**config.mk**
```make
export PLATFORM = sky130hd
export DESIGN_NAME = iexecute
export DESIGN_NICKNAME = d
export VERILOG_FILES = /design/src/rtl/riscv_pkg.sv /design/src/rtl/iexecute_alu.sv /design/src/rtl/iexecute.sv
export SDC_FILE = /design/constraint.sdc
export NUM_CORES = 1
export LEC_CHECK = 0
export BUFFER_PORTS_ARGS = -buffer_cell sky130_fd_sc_hd__buf_2
export CAP_MARGIN = 5
export CORE_MARGIN = 4
export CORE_UTILIZATION = 49
export CTS_CLUSTER_SIZE = 25
export DETAILED_ROUTE_END_ITERATION = 10
export PLACE_DENSITY_LB_ADDON = 0.15
export RECOVER_POWER = 100
export SYNTH_ARGS = -nofsm -noshare
export SYNTH_HDL_FRONTEND = slang
export SYNTH_SLANG_ARGS = --single-unit
```
**constraint.sdc**
```tcl
create_clock -name clk -period 6.05 [get_ports clk]
set_input_delay 0.9075 -clock clk [delete_from_list [all_inputs] [get_ports clk]]
set_output_delay 0.9075 -clock clk [all_outputs]
set_load 0.1 [all_outputs]
```
**src/rtl/riscv_pkg.sv**
```systemverilog
//------------------------------------------------------------------------------
// Module : riscv_pkg
// Brief  : Shared ALU opcode and forward-select constants for the RV32I core.
// Rev    : 1.0
//------------------------------------------------------------------------------
`default_nettype none

package riscv_pkg;

   localparam int XLEN_DEF = 32;

   localparam logic [2:0] ALU_ADD = 3'b000;
   localparam logic [2:0] ALU_SUB = 3'b001;
   localparam logic [2:0] ALU_AND = 3'b010;
   localparam logic [2:0] ALU_OR  = 3'b011;
   localparam logic [2:0] ALU_SLT = 3'b101;

   localparam logic [1:0] FWD_RF  = 2'b00;
   localparam logic [1:0] FWD_WB  = 2'b01;
   localparam logic [1:0] FWD_MEM = 2'b10;

endpackage

`default_nettype wire

```
**src/rtl/iexecute_alu.sv**
```systemverilog
//------------------------------------------------------------------------------
// Module : alu
// Brief  : Combinational RV32I execute ALU (add/sub/and/or/slt) with zero flag.
// Rev    : 1.0
//------------------------------------------------------------------------------
`default_nettype none

module alu
   import riscv_pkg::*;
#(
   parameter int XLEN = XLEN_DEF
) (
   input  logic [XLEN-1:0] SrcA,
   input  logic [XLEN-1:0] SrcB,
   input  logic [2:0]      ALUControl,
   output logic [XLEN-1:0] ALUResult,
   output logic            Zero
);

   always_comb begin
      ALUResult = '0;
      case (ALUControl)
         ALU_ADD: ALUResult = SrcA + SrcB;
         ALU_SUB: ALUResult = SrcA - SrcB;
         ALU_AND: ALUResult = SrcA & SrcB;
         ALU_OR:  ALUResult = SrcA | SrcB;
         ALU_SLT: ALUResult = {{(XLEN-1){1'b0}}, ($signed(SrcA) < $signed(SrcB))};
         default: ALUResult = '0;
      endcase
   end

   assign Zero = (ALUResult == '0);

endmodule

`default_nettype wire

```
**src/rtl/iexecute.sv**
```systemverilog
//------------------------------------------------------------------------------
// Module : iexecute
// Brief  : RV32I execute stage with EX/MEM register; IEXECUTE_FWD_EN enables
//          operand forwarding muxes.
// Rev    : 1.0
//------------------------------------------------------------------------------
`default_nettype none

module iexecute
   import riscv_pkg::*;
#(
   parameter int XLEN  = XLEN_DEF,
   parameter int CNT_W = 32
) (
   input  logic             clk,
   input  logic             reset,
   input  logic             StallM,
   input  logic             FlushM,
   input  logic             RegWriteE,
   input  logic             MemWriteE,
   input  logic             JumpE,
   input  logic             BranchE,
   input  logic             ALUSrcE,
   input  logic [1:0]       ResultSrcE,
   input  logic [2:0]       ALUControlE,
   input  logic [4:0]       RdE,
   input  logic [XLEN-1:0]  RD1E,
   input  logic [XLEN-1:0]  RD2E,
   input  logic [XLEN-1:0]  PCE,
   input  logic [XLEN-1:0]  ImmExtE,
   input  logic [XLEN-1:0]  PCPlus4E,
   input  logic [1:0]       ForwardAE,
   input  logic [1:0]       ForwardBE,
   input  logic [XLEN-1:0]  ResultW,
   output logic             PCSrcE,
   output logic [XLEN-1:0]  PCTargetE,
   output logic             RegWriteM,
   output logic             MemWriteM,
   output logic [1:0]       ResultSrcM,
   output logic [4:0]       RdM,
   output logic [XLEN-1:0]  ALUResultM,
   output logic [XLEN-1:0]  WriteDataM,
   output logic [XLEN-1:0]  PCPlus4M,
   output logic [CNT_W-1:0] RedirectCnt
);

   logic [XLEN-1:0] src_a;
   logic [XLEN-1:0] src_b;
   logic [XLEN-1:0] write_data;
   logic [XLEN-1:0] alu_result;
   logic            zero;

`ifdef IEXECUTE_FWD_EN
   // Forward path 10 takes the instruction one ahead, already in EX/MEM.
   always_comb begin
      src_a = RD1E;
      case (ForwardAE)
         FWD_WB:  src_a = ResultW;
         FWD_MEM: src_a = ALUResultM;
         default: src_a = RD1E;
      endcase
   end

   always_comb begin
      write_data = RD2E;
      case (ForwardBE)
         FWD_WB:  write_data = ResultW;
         FWD_MEM: write_data = ALUResultM;
         default: write_data = RD2E;
      endcase
   end
`else
   // Hazards are resolved by upstream stalls; forward inputs kept for the interface.
   assign src_a      = RD1E;
   assign write_data = RD2E;
   logic unused_fwd;
   assign unused_fwd = ^{ForwardAE, ForwardBE, ResultW};
`endif

   assign src_b = ALUSrcE ? ImmExtE : write_data;

   alu #(.XLEN(XLEN)) u_alu (
      .SrcA       (src_a),
      .SrcB       (src_b),
      .ALUControl (ALUControlE),
      .ALUResult  (alu_result),
      .Zero       (zero)
   );

   assign PCTargetE = PCE + ImmExtE;
   assign PCSrcE    = JumpE | (BranchE & zero);

   // Flush beats stall; the redirect counter ignores stall but not flush.
   always_ff @(posedge clk or negedge reset) begin
      if (!reset) begin
         RegWriteM   <= 1'b0;
         MemWriteM   <= 1'b0;
         ResultSrcM  <= '0;
         RdM         <= '0;
         ALUResultM  <= '0;
         WriteDataM  <= '0;
         PCPlus4M    <= '0;
         RedirectCnt <= '0;
      end else begin
         if (FlushM) begin
            RegWriteM  <= 1'b0;
            MemWriteM  <= 1'b0;
            ResultSrcM <= '0;
            RdM        <= '0;
            ALUResultM <= '0;
            WriteDataM <= '0;
            PCPlus4M   <= '0;
         end else if (!StallM) begin
            RegWriteM  <= RegWriteE;
            MemWriteM  <= MemWriteE;
            ResultSrcM <= ResultSrcE;
            RdM        <= RdE;
            ALUResultM <= alu_result;
            WriteDataM <= write_data;
            PCPlus4M   <= PCPlus4E;
         end
         if (PCSrcE && !FlushM)
            RedirectCnt <= RedirectCnt + CNT_W'(1);
      end
   end

endmodule

`default_nettype wire

```
Yosys cells after proc, flatten, opt, wreduce, memory -nomap -nowiden
Cells that the tools add are included.
{ "word_totals": {"output_inout_bits": 170, "register_bits": 137, "in_bits": 215, "elab_cells": 42} }
{ "classes": {"n_addsub": 4, "n_eq_ne": 5, "n_reduce_logical": 4, "bitwise": 4, "order_cmp": 1, "muxes": 16} }
{ "op_table": {"columns": ["cell", "n"], "rows": [
  ["32-bit two-way mux", 7],
  ["32-bit one-hot mux with 5 select lines", 1],
  ["32-bit adder", 2],
  ["32-bit by 1-bit adder with 32-bit output, second input constant", 1],
  ["32-bit bitwise AND", 1],
  ["32-bit logical NOT", 1],
  ["32-bit < comparator", 1],
  ["32-bit OR", 1],
  ["32-bit subtractor", 1],
  ["5-bit two-way mux", 2],
  ["3-bit by 2-bit == test with 1-bit output, second input constant", 2],
  ["1-bit two-way mux", 4],
  ["2-bit two-way mux", 2],
  ["3-bit by 1-bit == test with 1-bit output, second input constant", 1],
  ["3-bit == test, second input constant", 1],
  ["3-bit logical NOT", 1],
  ["2-bit by 1-bit inequality test with 1-bit output, second input constant", 1],
  ["1-bit bitwise AND", 1],
  ["1-bit logical AND", 1],
  ["1-bit logical NOT", 1],
  ["1-bit OR", 1]
]} }

Logic depth before layout (Yosys ltp)
Gate-level depths: netlist of run 1.
{ "depth": {"ltp_word": 7, "depth_mapped": 19, "mapped_depth_nobuf": 17} }

Hierarchy
Synthesis of run 1 repeated with hierarchy kept, for this count alone.
{ "hier_totals": {"hier_cells": 1551, "area_unflattened_um2": 13056.3} }
{ "modules_own_cells": {"columns": ["mod", "area_each_um2", "cells_per_inst", "instances", "seq_area_each_um2"], "rows": [
  ["iexecute", 7691.1, 733, 1, 3428.3],
  ["alu", 5365.1, 818, 1, 0.0]
]} }

Least setup slack after synthesis of run 1
No wires, ideal clock.
{ "synth_timing": {"path_kind": "input -> output", "startpoint": "input port ALUSrcE", "endpoint": "output port PCSrcE", "cell_stages": 18, "arrival_time_ns": 5.656, "n_path_buf": 4, "t_required_ns": 5.142, "setup_slack_ns": -0.513, "path_cell_list": "clkbuf_1 -> buf_1 -> mux2i_1 -> ha_1 -> buf_4 -> or3b_4 -> or2_0 -> a31oi_2 -> o21ai_2 -> or4_4 -> a31oi_4 -> a41oi_1 -> a2111oi_2 -> a21oi_1 -> nor3_2 -> a41oi_2 -> buf_2 -> inv_1"} }
{ "synth_between": {"elab_chain_len": 6, "word_cells_on_any_way": 10, "classes_between": "2 x add/sub; 1 x order compare; 2 x mux; 4 x bitwise; 1 x reduce/logical"} }
{ "synth_lines": {"columns": ["item", "line_no", "source"], "rows": [
  ["start, declared", "iexecute.sv:23", "input logic ALUSrcE,"],
  ["32-bit two-way mux *", "iexecute.sv:80", "assign src_b = ALUSrcE ? ImmExtE : write_data;"],
  ["32-bit subtractor, or another cell as far along", "iexecute_alu.sv:24", "ALU_SUB: ALUResult = SrcA - SrcB;"],
  ["32-bit one-hot mux with 5 select lines *", "iexecute_alu.sv:22", "case (ALUControl)"],
  ["32-bit logical NOT *", "iexecute_alu.sv:32", "assign Zero = (ALUResult == '0);"],
  ["1-bit bitwise AND *", "iexecute.sv:91", "assign PCSrcE = JumpE | (BranchE & zero);"],
  ["1-bit OR *", "iexecute.sv:91", null],
  ["end, declared", "iexecute.sv:35", "output logic PCSrcE,"]
]} }
Mark *: on every way between the ends. The rest lies on a longest branch, timed or not.

Worst setup path after layout of run 1
Ends and elaborated chain as after synthesis.

==> results of run 1 <==
-- worst max-delay path: stages --
cell and delay, ns:
buf_12 0.09, buf_8 0.12, mux2i_4 0.26, inv_2 0.09, buf_4 0.14, fa_1 0.40, o21bai_1 0.22, buf_4 0.17
a2111oi_4 0.08, o211a_1 0.28, nor2_1 0.13, o311ai_1 0.17, and3_1 0.22, nor4bb_2 0.27, buf_4 0.16, nor4b_2 0.19
nand4_1 0.22, nor4_4 0.39, buf_4 0.18, a41oi_4 0.15, clkinvlp_4 0.13, buf_12 0.17
-- timing repair --
action / in CTS / in global routing
setup buffers: 7 / 7
cloned: 0 / 0
pin swaps: 17 / 25
endpoints found under the hold margin: 0 / 0
gates resized for setup: 38 / 67
setup endpoints to repair: 1 / 3
-- power by group through the flow --
| stage | sequential [W] | combinational [W] | clock (W) |
|---|---|---|---|
| floorplan | 0.00150 | 0.00108 | 0 |
| global placement | 0.00104 | 0.00224 | 0 |
| detailed placement | 0.00104 | 0.00225 | 0 |
| CTS | 0.00103 | 0.00230 | 0.00106 |
| global route | 0.00104 | 0.00247 | 0.00111 |
| finish | 0.00103 | 0.00235 | 0.00106 |
-- registers in the layout, summed over array words and instances, names as in the netlist --
| register | count |
|---|---|
| RedirectCnt | 32 |
| ResultSrcM | 2 |
| WriteDataM | 32 |
| RdM | 5 |
| ALUResultM | 32 |
| PCPlus4M | 32 |
| MemWriteM | 1 |
| RegWriteM | 1 |
-- final cells by class --
| class | count | area (um^2) | area share (%) |
|---|---|---|---|
| Antenna cell | 3 | 7.51 | 0.0429 |
| Clock buffer | 18 | 429 | 2.45 |
| Clock inverter | 14 | 126 | 0.722 |
| Inverter | 110 | 417 | 2.38 |
| Multi-Input combinational cell | 1243 | 9230 | 52.8 |
| Sequential cell | 137 | 3430 | 19.6 |
| Tap cell | 335 | 419 | 2.40 |
| Timing Repair Buffer | 585 | 3430 | 19.6 |
-- metrics by stage --
stage | instance area [um^2] | setup slack (ns) | instances | util [%]
finish | 17500 | -0.0157 | 2445 | 67.1
global route | 17500 | -0.118 | 2444 | 67.1
CTS | 17300 | 0.00502 | 2435 | 66.6
detailed placement | 16500 | -0.531 | 2396 | 63.5
global placement | 16500 | -0.490 | 2396 | 63.5
floorplan | 13000 | -0.220 | 1572 | -
-- how the worst max path moves through the flow --
stage / to / slack [ns] / depth (start not counted)
after floorplan: PCSrcE / -0.22 / 17
after detailed placement: PCSrcE / -0.53 / 20
final: PCSrcE / -0.02 / 22
after CTS: PCSrcE / 0.005 / 19
after global placement: PCSrcE / -0.49 / 20
after global routing: PCSrcE / -0.12 / 22
-- cells in the final DEF, fill, tap and decap left out, types with 29 or more instances in the layout --
cell type  count
mux2i_1      100
buf_2        186
nand2_1       96
dfrtp_1      137
nor2_1       218
buf_4        230
o21ai_0       48
inv_1        106
xor2_1        40
ha_1         140
a21oi_1      119
a21o_1        29
xnor2_1       33
clkbuf_1     158
-- layer usage --
metal  wire, um  up-vias
met5         48        -
met4       1710        8
met3       3850      111
met2      24400      591
met1      20800     6774
li1           -     6618
-- synth_stat cells (4+ instances only) --
library cell / n / area share [%]
nor2_1: 221 / 6.4
ha_1: 145 / 14
dfrtp_1: 137 / 26
a21oi_1: 128 / 4.9
mux2i_1: 114 / 8.8
inv_1: 109 / 3.2
nand2_1: 96 / 2.8
clkbuf_1: 58 / 1.7
o21ai_0: 53 / 2.0
xor2_1: 41 / 2.8
xnor2_1: 33 / 2.2
a21o_1: 29 / 1.7
nor3_1: 29 / 1.1
nand3_1: 26 / 1.0
o211ai_1: 26 / 1.5
nand2b_1: 20 / 0.97
o21bai_1: 20 / 1.2
a211oi_1: 18 / 1.0
nor2b_1: 18 / 0.87
nor4_1: 17 / 0.82
and3_1: 15 / 0.72
nand4_1: 15 / 0.72
o21a_1: 15 / 0.87
buf_1: 14 / 0.41
o31ai_1: 9 / 0.52
a221oi_1: 8 / 0.54
o22ai_1: 8 / 0.39
a211o_1: 7 / 0.47
a221o_1: 7 / 0.54
a31oi_1: 7 / 0.34
buf_2: 7 / 0.27
nor4_2: 7 / 0.68
and2_1: 6 / 0.29
o2111ai_1: 6 / 0.41
or3_1: 6 / 0.29
a2111oi_0: 5 / 0.34
nor4b_1: 5 / 0.34
a21boi_0: 4 / 0.23
nand3b_1: 4 / 0.23
nor3b_1: 4 / 0.23
o221ai_1: 4 / 0.27
o31a_1: 4 / 0.27
-- cell families (layout without fill, tap and decap cells) --
family                   count (synthesis)  count (layout)
other                                    0               3
adder cells (fa/ha/maj)                148             148
AND/OR/NAND/NOR                        506             506
XOR/XNOR                                74              74
buffers and inverters                  192             727
multiplexers                           115             115
AO/OA/AOI/OAI                          400             400
flip-flops                             137             137
==> results.ini, run 1 <==
[floorplan]
die-area_um2 = 29100
initial_core_util_pct = 49.7
die_h_um = 171
die_w_um = 171
core_um2 = 26100
row_count = 59
num_io_pins = 385

[sta]
rsz0062_at_grt = yes
setup_viol = 1
fmax_ghz = 0.165
period_needed_ns = 6.07
slew_headroom_pct = -230
clock_skew_ns = 0.0155
slew_violations = 161
hold-worst-slack_ns = 0.478
final.setup.tns_ns = -0.0157
worst_slack_ns = -0.0157
finalHoldViolations = 0
min_period_over_period_pct = 100
worstMarginPinSlew_ns = 4.94

[pwr]
power_density_nw_per_um2 = 253
p_sw_share_pct = 50.1
switchingPower_w = 0.00222
p_leak_nw = 8.76
vdd_drop_max_mv = 0.336
total_power_w = 0.00443
combPwrFrac_pct = 53.0
p_int_w = 0.00221
p_clk_share_pct = 23.8
pwr-share-seq_pct = 23.2

[grt]
grt_use_met1_pct = 42.7
antenna_found_initial = 6
grt_max_degree = 81
grt_overflow = 0
grt_pass1_wl_um = 77200
grt_pass1_vias = 13900
met2_usage_pct = 56.6
grt_usage_pct = 33.6
busiest_layer = met2
use_met3_pct = 7.12

[routing]
firstDrtPassIters = 5
drtIter0Drc = 1117
drc = 0
via_per_inst = 5.77
ant_nets = 0
wl_per_cell_um = 20.8
routed-via-count = 14100
drt-total-wl_um = 50700

[layout]
fillers = 2279
final_nets = 2457
drive_gt1_share_pct = 26.5
areaGrowthSynthToFinish_pct = 35.0

[critical_path]
endpoint_kind = output port
cp-start-kind = input port
required_ns = 5.14
r2r_end = RedirectCnt[25]$_DFFE_PN0P_
reg2reg_slack_ns = 3.78
r2r_cells = 7
startpoint = ALUSrcE
rr_startpoint = RedirectCnt[10]$_DFFE_PN0P_
critPathMaxFanout = 3
crit_type = in -> out
arrival_ns = 5.16

[yosys]
synth_top_family_by_area = compound AO/OA/AOI/OAI gates
avgSynthCellArea_um2 = 8.24
synth-xor-area-share_pct = 5.00
synth_area_um2 = 13000
yosys.area_share.simple_pct = 18.6
muxShareOfSynthArea_pct = 8.90
synth_edf_count = 0
synth_ff_type = dfrtp_1
synth_compound_area_share_pct = 20.8
synth.distinct_cells = 86
synthCells = 1572
async_flop_share_pct = 100
synth_fa_ha_area_share_pct = 14.5
seq_area_frac_synth_pct = 26.5
synth_nets = 1935
ys.warnings.count = 0
synth-seq-cells = 137

[clocking]
cts_buffers = 17
hold_buffers = 0
clk_pin_slew_worst_paths_ns = 0.08
root_buffer = clkbuf_16
cts_num_sinks = 137
insertion_delay_ns = 0.43
cts_tree = built
cts_max_path_buffers = 2
h-tree-depth = 4

[placement]
dp_hpwl_um = 39700
io_buffers = 348
gp_congestion = 0.992

[status]
failed_checks = capacitance limit, slew limit, setup timing
status = finished with violations

[hold_path]
hp-class = reg -> reg
hp-start = RedirectCnt[31]$_DFFE_PN0P_
holdPathStages = 1
min_to = RedirectCnt[31]$_DFFE_PN0P_

[run]
drv_cap = 2

Note: power is estimated with default switching activity, not from simulation.
==> inputs of run 2 (changes only) <==
--- a/config.mk
+++ b/config.mk
@@ -7,7 +7,7 @@
 export LEC_CHECK = 0
 export BUFFER_PORTS_ARGS = -buffer_cell sky130_fd_sc_hd__buf_2
 export CAP_MARGIN = 5
-export CORE_MARGIN = 4
+export CORE_MARGIN = 3
 export CORE_UTILIZATION = 49
 export CTS_CLUSTER_SIZE = 25
 export DETAILED_ROUTE_END_ITERATION = 10
@@ -15,4 +15,5 @@
 export RECOVER_POWER = 100
 export SYNTH_ARGS = -nofsm -noshare
 export SYNTH_HDL_FRONTEND = slang
+export SYNTH_HIERARCHICAL = 1
 export SYNTH_SLANG_ARGS = --single-unit
==> results.ini, run 2 <==
[floorplan]
core_um2 = 26100  ; +0.28%
die_w_um = 169  ; -0.80%
row_count = 59  ; unchanged
die_h_um = 169  ; -0.80%
initial_core_util_pct = 50.0  ; +0.25 points
die-area_um2 = 28600  ; -1.6%
num_io_pins = 385  ; unchanged

[sta]
clock_skew_ns = 0.0175  ; +0.00196 ns
final.setup.tns_ns = -0.0990  ; -0.0833 ns
slew_headroom_pct = -235  ; -5.0 points
period_needed_ns = 6.15  ; +0.0833 ns
min_period_over_period_pct = 102  ; +1.4 points
worstMarginPinSlew_ns = 5.02  ; +0.0753 ns
slew_violations = 148  ; -8.1%
rsz0062_at_grt = yes
fmax_ghz = 0.163  ; -1.4%
worst_slack_ns = -0.0990  ; -0.0833 ns
setup_viol = 1  ; unchanged
finalHoldViolations = 0  ; unchanged

[yosys]
yosysTopAreaCellShare_pct = 26.3  ; -0.21 points
synthCells = 1551  ; -1.3%
synth_ff_type = dfrtp_1
synthTopCellsByArea = dfrtp_1 26%, ha_1 13%, mux2i_1 8.3%, nor2_1 6.5%, xnor2_1 3.9%
synth_area_um2 = 13100  ; +0.78%
synth_nets = 1908  ; -1.4%
avgSynthCellArea_um2 = 8.42  ; +2.1%
ys.warnings.count = 6  ; +6
synth_most_common_cell = nor2_1
synth.distinct_cells = 96  ; +12%
synth_edf_count = 0  ; unchanged
seq_area_frac_synth_pct = 26.3  ; -0.21 points
synth_common_cells = 227 x nor2_1, 139 x ha_1, 137 x dfrtp_1
yosys.area.top_type = dfrtp_1
synth-seq-cells = 137  ; unchanged
async_flop_share_pct = 100  ; unchanged

[grt]
grt_pass1_wl_um = 76800  ; -0.44%
grt_overflow = 0  ; unchanged
grt_max_degree = 78  ; -3.7%
antenna_found_initial = 7  ; +1
grt_usage_pct = 33.8  ; +0.26 points
grt_pass1_vias = 13800  ; -0.70%

[placement]
placedCellCount = 2360  ; -1.5%
dpl_worst_slack_ns = -0.285  ; +0.246 ns
gp_congestion = 0.981  ; -1.0%
dp_hpwl_um = 39200  ; -1.3%
io_buffers = 348  ; unchanged

[layout]
fillers = 2378  ; +4.3%
most-common-layout-cells = 220 x nor2_1, 208 x buf_4, 175 x buf_2, 172 x clkbuf_1, 137 x dfrtp_1
mostFrequentLayoutCell = nor2_1
areaGrowthSynthToFinish_pct = 33.6
final_cells = 2409  ; -1.5%
drive_gt1_share_pct = 27.6  ; +1.0 points
final_nets = 2411  ; -1.9%
fin_util_pct = 66.7  ; -0.40 points

[critical_path]
path_delay_family = compound AO/OA/AOI/OAI gates
arrival_ns = 5.24  ; +0.08 ns
cpMaxStageDelayCell = or4b_4
crit_chain = buf_6 -> buf_12 -> buf_8 -> mux2_2 -> inv_1 -> ha_2 -> nor2_2 -> o31ai_1 -> a31o_2 -> a31o_2 -> a2bb2oi_1 -> o21ai_2 -> mux2i_1 -> a2111o_1 -> or4b_4 -> nor4_4 -> and4bb_1 -> a21o_4 -> buf_4 -> buf_12
max_stage_delay_ns = 0.57  ; +0.17 ns
cp.depth = 20  ; -9.1%
r2r_cells = 7  ; unchanged
cp-start-kind = input port
rr_startpoint = RedirectCnt[13]$_DFFE_PN0P_
critPathMaxFanout = 14  ; +11
crit_type = in -> out
r2r_end = RedirectCnt[31]$_DFFE_PN0P_
endpoint_kind = output port
path_buf_inv = 6  ; -3
required_ns = 5.14  ; about the same
endpoint = PCSrcE
reg2reg_slack_ns = 4.09  ; +0.31 ns
startpoint = ALUSrcE

[clocking]
insertion_delay_ns = 0.44  ; about the same
cts_max_path_buffers = 2  ; unchanged
root_buffer = clkbuf_16
cts_buffers = 17  ; unchanged
h-tree-depth = 4  ; unchanged
cts_num_sinks = 137  ; unchanged
clk_pin_slew_worst_paths_ns = 0.07  ; about the same
cts_tree = built

[routing]
via_per_inst = 5.74  ; -0.46%
drt-total-wl_um = 50200  ; -1.1%
ant_nets = 0  ; unchanged
drtIter0Drc = 1128  ; +0.98%
firstDrtPassIters = 5  ; unchanged
wl_per_cell_um = 20.8  ; +0.39%
drc = 0  ; unchanged
routed-via-count = 13800  ; -1.9%

[hold_path]
hp-class = reg -> reg
holdPathStages = 1  ; unchanged

[pwr]
vdd_drop_max_mv = 0.175  ; -48%
p_leak_nw = 8.67  ; -1.0%
power_density_nw_per_um2 = 256  ; +1.1%

[status]
status = finished with violations
failed_checks = capacitance limit, slew limit, setup timing

[run]
drv_cap = 3  ; +1

-- run 2: how the worst min path moves through the flow --
stage,from,to,slack [ns]
finish,RedirectCnt[31]$_DFFE_PN0P_,RedirectCnt[31]$_DFFE_PN0P_,0.49
global placement,RedirectCnt[31]$_DFFE_PN0P_,RedirectCnt[31]$_DFFE_PN0P_,0.45
floorplan,reset,ALUResultM[0]$_DFFE_PN0P_,0.61
global route,RedirectCnt[27]$_DFFE_PN0P_,RedirectCnt[27]$_DFFE_PN0P_,0.51
CTS,RedirectCnt[31]$_DFFE_PN0P_,RedirectCnt[31]$_DFFE_PN0P_,0.48
detailed placement,RedirectCnt[31]$_DFFE_PN0P_,RedirectCnt[31]$_DFFE_PN0P_,0.47
-- run 2: layout make-up --
class | instances | area [um^2] | share of cell area, %
flip-flops and latches | 137 | 3430 | 19.7
multi-input cells | 1235 | 9360 | 53.7
inverters | 98 | 368 | 2.11
repair buffers | 565 | 3250 | 18.6
clock buffers | 18 | 439 | 2.52
diodes | 7 | 17.5 | 0.100
well taps | 335 | 419 | 2.40
clock inverters | 14 | 154 | 0.883
-- run 2: power by group --
part	total (W)	leakage [nW]	internal [W]	switching, W
sequential	0.00104	1.83	0.000976	0.0000629
combinational	0.00233	6.55	0.000682	0.00165
clock	0.00110	0.286	0.000597	0.000504
total	0.00447	8.67	0.00225	0.00221
-- run 2: cells by family (layout without fill, tap and decap cells) --
| group | count (synthesis) | after routing | share of synthesized area [%] |
|---|---|---|---|
| flip-flops | 137 | 137 | 26.3 |
| other | 0 | 7 | 0 |
| AO/OA/AOI/OAI | 373 | 373 | 19.8 |
| XOR/XNOR | 85 | 85 | 5.70 |
| adder cells (fa/ha/maj) | 142 | 142 | 13.8 |
| AND/OR/NAND/NOR | 492 | 492 | 17.6 |
| buffers and inverters | 179 | 695 | 5.53 |
| multiplexers | 143 | 143 | 11.4 |
-- run 2: routing by layer --
metal / routed length (um) / up-vias / global-route usage [%]
met4: 1700 / 0 / 12.3
met5: 0 / - / 0
met3: 3360 / 96 / 5.17
li1: - / 6512 / -
met1: 21000 / 6668 / 43.5
met2: 24200 / 555 / 57.9
-- run 2: timing repair --
action,4_1_cts,5_1_grt
hold buffers,0,0
pin swaps,27,8
gates cloned,2,0
setup buffers,7,1
setup endpoints to repair,1,8
resized for setup,78,17
-- run 2: stage by stage --
| stage | power, W | area [um^2] | hold WS (ns) |
|---|---|---|---|
| floorplan | 0.00262 | 13100 | 0.612 |
| global placement | 0.00326 | 16500 | 0.453 |
| detailed placement | 0.00328 | 16500 | 0.474 |
| CTS | 0.00445 | 17600 | 0.485 |
| global route | 0.00465 | 17400 | 0.506 |
| finish | 0.00447 | 17400 | 0.490 |
==> inputs of run 3 (changes only) <==
--- a/config.mk
+++ b/config.mk
@@ -5,10 +5,11 @@
 export SDC_FILE = /design/constraint.sdc
 export NUM_CORES = 1
 export LEC_CHECK = 0
+export ABC_AREA = 1
 export BUFFER_PORTS_ARGS = -buffer_cell sky130_fd_sc_hd__buf_2
 export CAP_MARGIN = 5
 export CORE_MARGIN = 3
-export CORE_UTILIZATION = 49
+export CORE_UTILIZATION = 50
 export CTS_CLUSTER_SIZE = 25
 export DETAILED_ROUTE_END_ITERATION = 10
 export PLACE_DENSITY_LB_ADDON = 0.15
==> results.ini, run 3 <==
[sta]
rsz0062_at_grt = no
min_period_over_period_pct = 93.3  ; -8.3 points
slew_headroom_pct = -211  ; +23 points
worstMarginPinSlew_ns = 4.67  ; -0.350 ns
final.setup.tns_ns = 0  ; +0.0990 ns
setup_viol = 0  ; -1
finalHoldViolations = 0  ; unchanged
period_needed_ns = 5.65  ; -0.502 ns
slew_violations = 289  ; +95%
clock_skew_ns = 0.00588  ; -0.0116 ns
fmax_ghz = 0.177  ; +8.9%

[routing]
drt-total-wl_um = 54600  ; +8.7%
drtIter0Drc = 1306  ; +16%
via_per_inst = 5.26  ; -8.5%
ant_nets = 0  ; unchanged
drc = 0  ; unchanged
firstDrtPassIters = 7  ; +2
routed-via-count = 17400  ; +26%
wl_per_cell_um = 16.4  ; -21%

[layout]
drive_gt1_share_pct = 9.61  ; -18 points
most-common-layout-cells = 847 x nand2_1, 463 x inv_1, 274 x nand3_1, 227 x nor2_1
final_cell_area_um2 = 17800  ; +1.8%
areaGrowthSynthToFinish_pct = 15.5
final_cells = 3317  ; +38%
mostFrequentLayoutCell = nand2_1
final_nets = 3269  ; +36%
fin_util_pct = 59.3  ; -7.5 points

[grt]
grt_usage_pct = 32.4  ; -1.4 points
grt_pass1_vias = 16400  ; +19%
grt_overflow = 0  ; unchanged
grt_max_degree = 110  ; +41%
grt_pass1_wl_um = 85500  ; +11%
antenna_found_initial = 9  ; +2

[pwr]
vdd_drop_max_mv = 0.186  ; +6.2%
total_power_w = 0.00424  ; -5.1%
p_leak_nw = 10.2  ; +18%
power_density_nw_per_um2 = 239  ; -6.8%

[yosys]
synth_edf_count = 0  ; unchanged
synth.distinct_cells = 43  ; -55%
synth-seq-cells = 137  ; unchanged
seq_area_frac_synth_pct = 22.3  ; -3.9 points
async_flop_share_pct = 100  ; unchanged
yosys.area.top_type = dfrtp_1
synth_most_common_cell = nand2_1
synth_ff_type = dfrtp_1
yosysTopAreaCellShare_pct = 22.3  ; -3.9 points
ys.warnings.count = 6  ; unchanged
synth_area_um2 = 15400  ; +18%
synth_nets = 2963  ; +55%
synthTopCellsByArea = dfrtp_1 22%, nand2_1 21%, ha_1 11%, inv_1 11%, nand3_1 8.9%
avgSynthCellArea_um2 = 5.90  ; -30%
synthCells = 2606  ; +68%
synth_common_cells = 844 x nand2_1, 462 x inv_1, 273 x nand3_1

[critical_path]
crit_type = in -> out
startpoint = ALUSrcE
reg2reg_slack_ns = 4.18  ; +0.09 ns
arrival_ns = 4.74  ; -0.50 ns
r2r_cells = 10  ; +3
cp-start-kind = input port
max_stage_delay_ns = 0.49  ; -0.08 ns
cpMostUsedCell = nand2_1
cpMaxStageDelayCell = ha_1
rr_startpoint = RedirectCnt[0]$_DFFE_PN0P_
required_ns = 5.14  ; about the same
crit_chain = clkbuf_1 -> buf_12 -> o21ai_0 -> inv_1 -> ha_1 -> inv_1 -> a21oi_1 -> nand2_1 -> nand2_1 -> nand2_1 -> nand2_1 -> nand2_1 -> nand2_1 -> nand3_1 -> nand3_1 -> nand3_1 -> nor2_1 -> nand2_1 -> nor2_1 -> nand2_1 -> nor2_1 -> nand2_1 -> nand2_1 -> buf_12
endpoint_kind = output port
r2r_end = RedirectCnt[22]$_DFFE_PN0P_
critPathMaxFanout = 64  ; +50

[clocking]
post-cts-setup-buffers = 0  ; -7
root_buffer = clkbuf_16
cts_tree = built
hold_buffers = 0  ; unchanged
cts_max_path_buffers = 2  ; unchanged
cts_num_sinks = 137  ; unchanged
cts_resized = 0  ; -100%
insertion_delay_ns = 0.43  ; about the same
h-tree-depth = 4  ; unchanged
clk_pin_slew_worst_paths_ns = 0.06  ; about the same
cts_buffers = 17  ; unchanged

[status]
failed_checks = capacitance limit, slew limit
status = finished with violations

[floorplan]
die_w_um = 181  ; +7.1%
initial_core_util_pct = 51.3  ; +1.3 points
die-area_um2 = 32900  ; +15%
core_um2 = 30000  ; +15%
row_count = 63  ; +6.8%
num_io_pins = 385  ; unchanged
die_h_um = 181  ; +7.1%

[run]
drv_cap = 4  ; +1

[placement]
dp_hpwl_um = 44600  ; +14%
gp_congestion = 0.983  ; +0.15%
io_buffers = 348  ; unchanged
place_area_um2 = 17400  ; +5.6%
placedCellCount = 3283  ; +39%

[hold_path]
min_to = PCPlus4M[22]$_DFFE_PN0P_
hp-class = reg -> reg
holdPathStages = 2  ; +1
hp-start = PCPlus4M[22]$_DFFE_PN0P_

[run 3: how the worst max path moves through the flow]
| stage | endpoint | slack (ns) | depth (start not counted) |
|---|---|---|---|
| after CTS | PCSrcE | 0.48 | 24 |
| final | PCSrcE | 0.40 | 24 |
| after global placement | RedirectCnt[21]$_DFFE_PN0P_ | 0.40 | 30 |
| after detailed placement | RedirectCnt[25]$_DFFE_PN0P_ | 0.31 | 30 |
| after global routing | PCSrcE | 0.06 | 24 |
| after floorplan | RedirectCnt[18]$_DFFE_PN0P_ | 0.76 | 33 |
[run 3: routing by layer]
layer | GRT usage [%] | share of wire (%) | vias up
li1 | - | - | 8719
met1 | 42.0 | 42 | 7868
met2 | 55.2 | 46 | 750
met3 | 7.99 | 10 | 80
met4 | 6.52 | 1.8 | 16
met5 | 0 | 0.16 | -
[run 3: kinds of logic (layout without fill, tap and decap cells)]
| kind of cell | after synthesis | after routing | share of synthesized area [%] |
|---|---|---|---|
| buffers and inverters | 558 | 877 | 14.0 |
| flip-flops | 137 | 137 | 22.3 |
| AO/OA/AOI/OAI | 275 | 275 | 9.51 |
| adder cells (fa/ha/maj) | 142 | 142 | 11.7 |
| other | 0 | 2 | 0 |
| XOR/XNOR | 36 | 36 | 2.05 |
| AND/OR/NAND/NOR | 1458 | 1458 | 40.4 |
[run 3: final cells by class]
class | count | area [um^2]
clock inverters | 13 | 168
well taps | 390 | 488
inverters | 479 | 1800
flip-flops and latches | 137 | 3430
repair buffers | 366 | 1680
diodes | 2 | 5.00
clock buffers | 19 | 443
multi-input cells | 1911 | 9740
fillers | 3183 | 12200
[run 3: metrics by stage]
step | setup slack, ns | hold slack, ns
2_1_floorplan | 0.765 | 0.612
3_3_place_gp | 0.404 | 0.489
3_5_place_dp | 0.306 | 0.495
4_1_cts | 0.483 | 0.513
5_1_grt | 0.0622 | 0.538
6_report | 0.403 | 0.513
[run 3: where the power goes]
| part | switching [W] | internal (W) |
|---|---|---|
| Sequential | 0.0000574 | 0.000978 |
| Combinational | 0.00166 | 0.000417 |
| Clock | 0.000464 | 0.000664 |
| Total | 0.00218 | 0.00206 |
[run 3: worst max-delay path, delay by kind of cell]
family / cells / cell delay (ns)
buffers and inverters: 5 / 0.79
AND/OR/NAND/NOR: 16 / 1.85
AO/OA/AOI/OAI: 2 / 0.66
adder cells (fa/ha/maj): 1 / 0.49
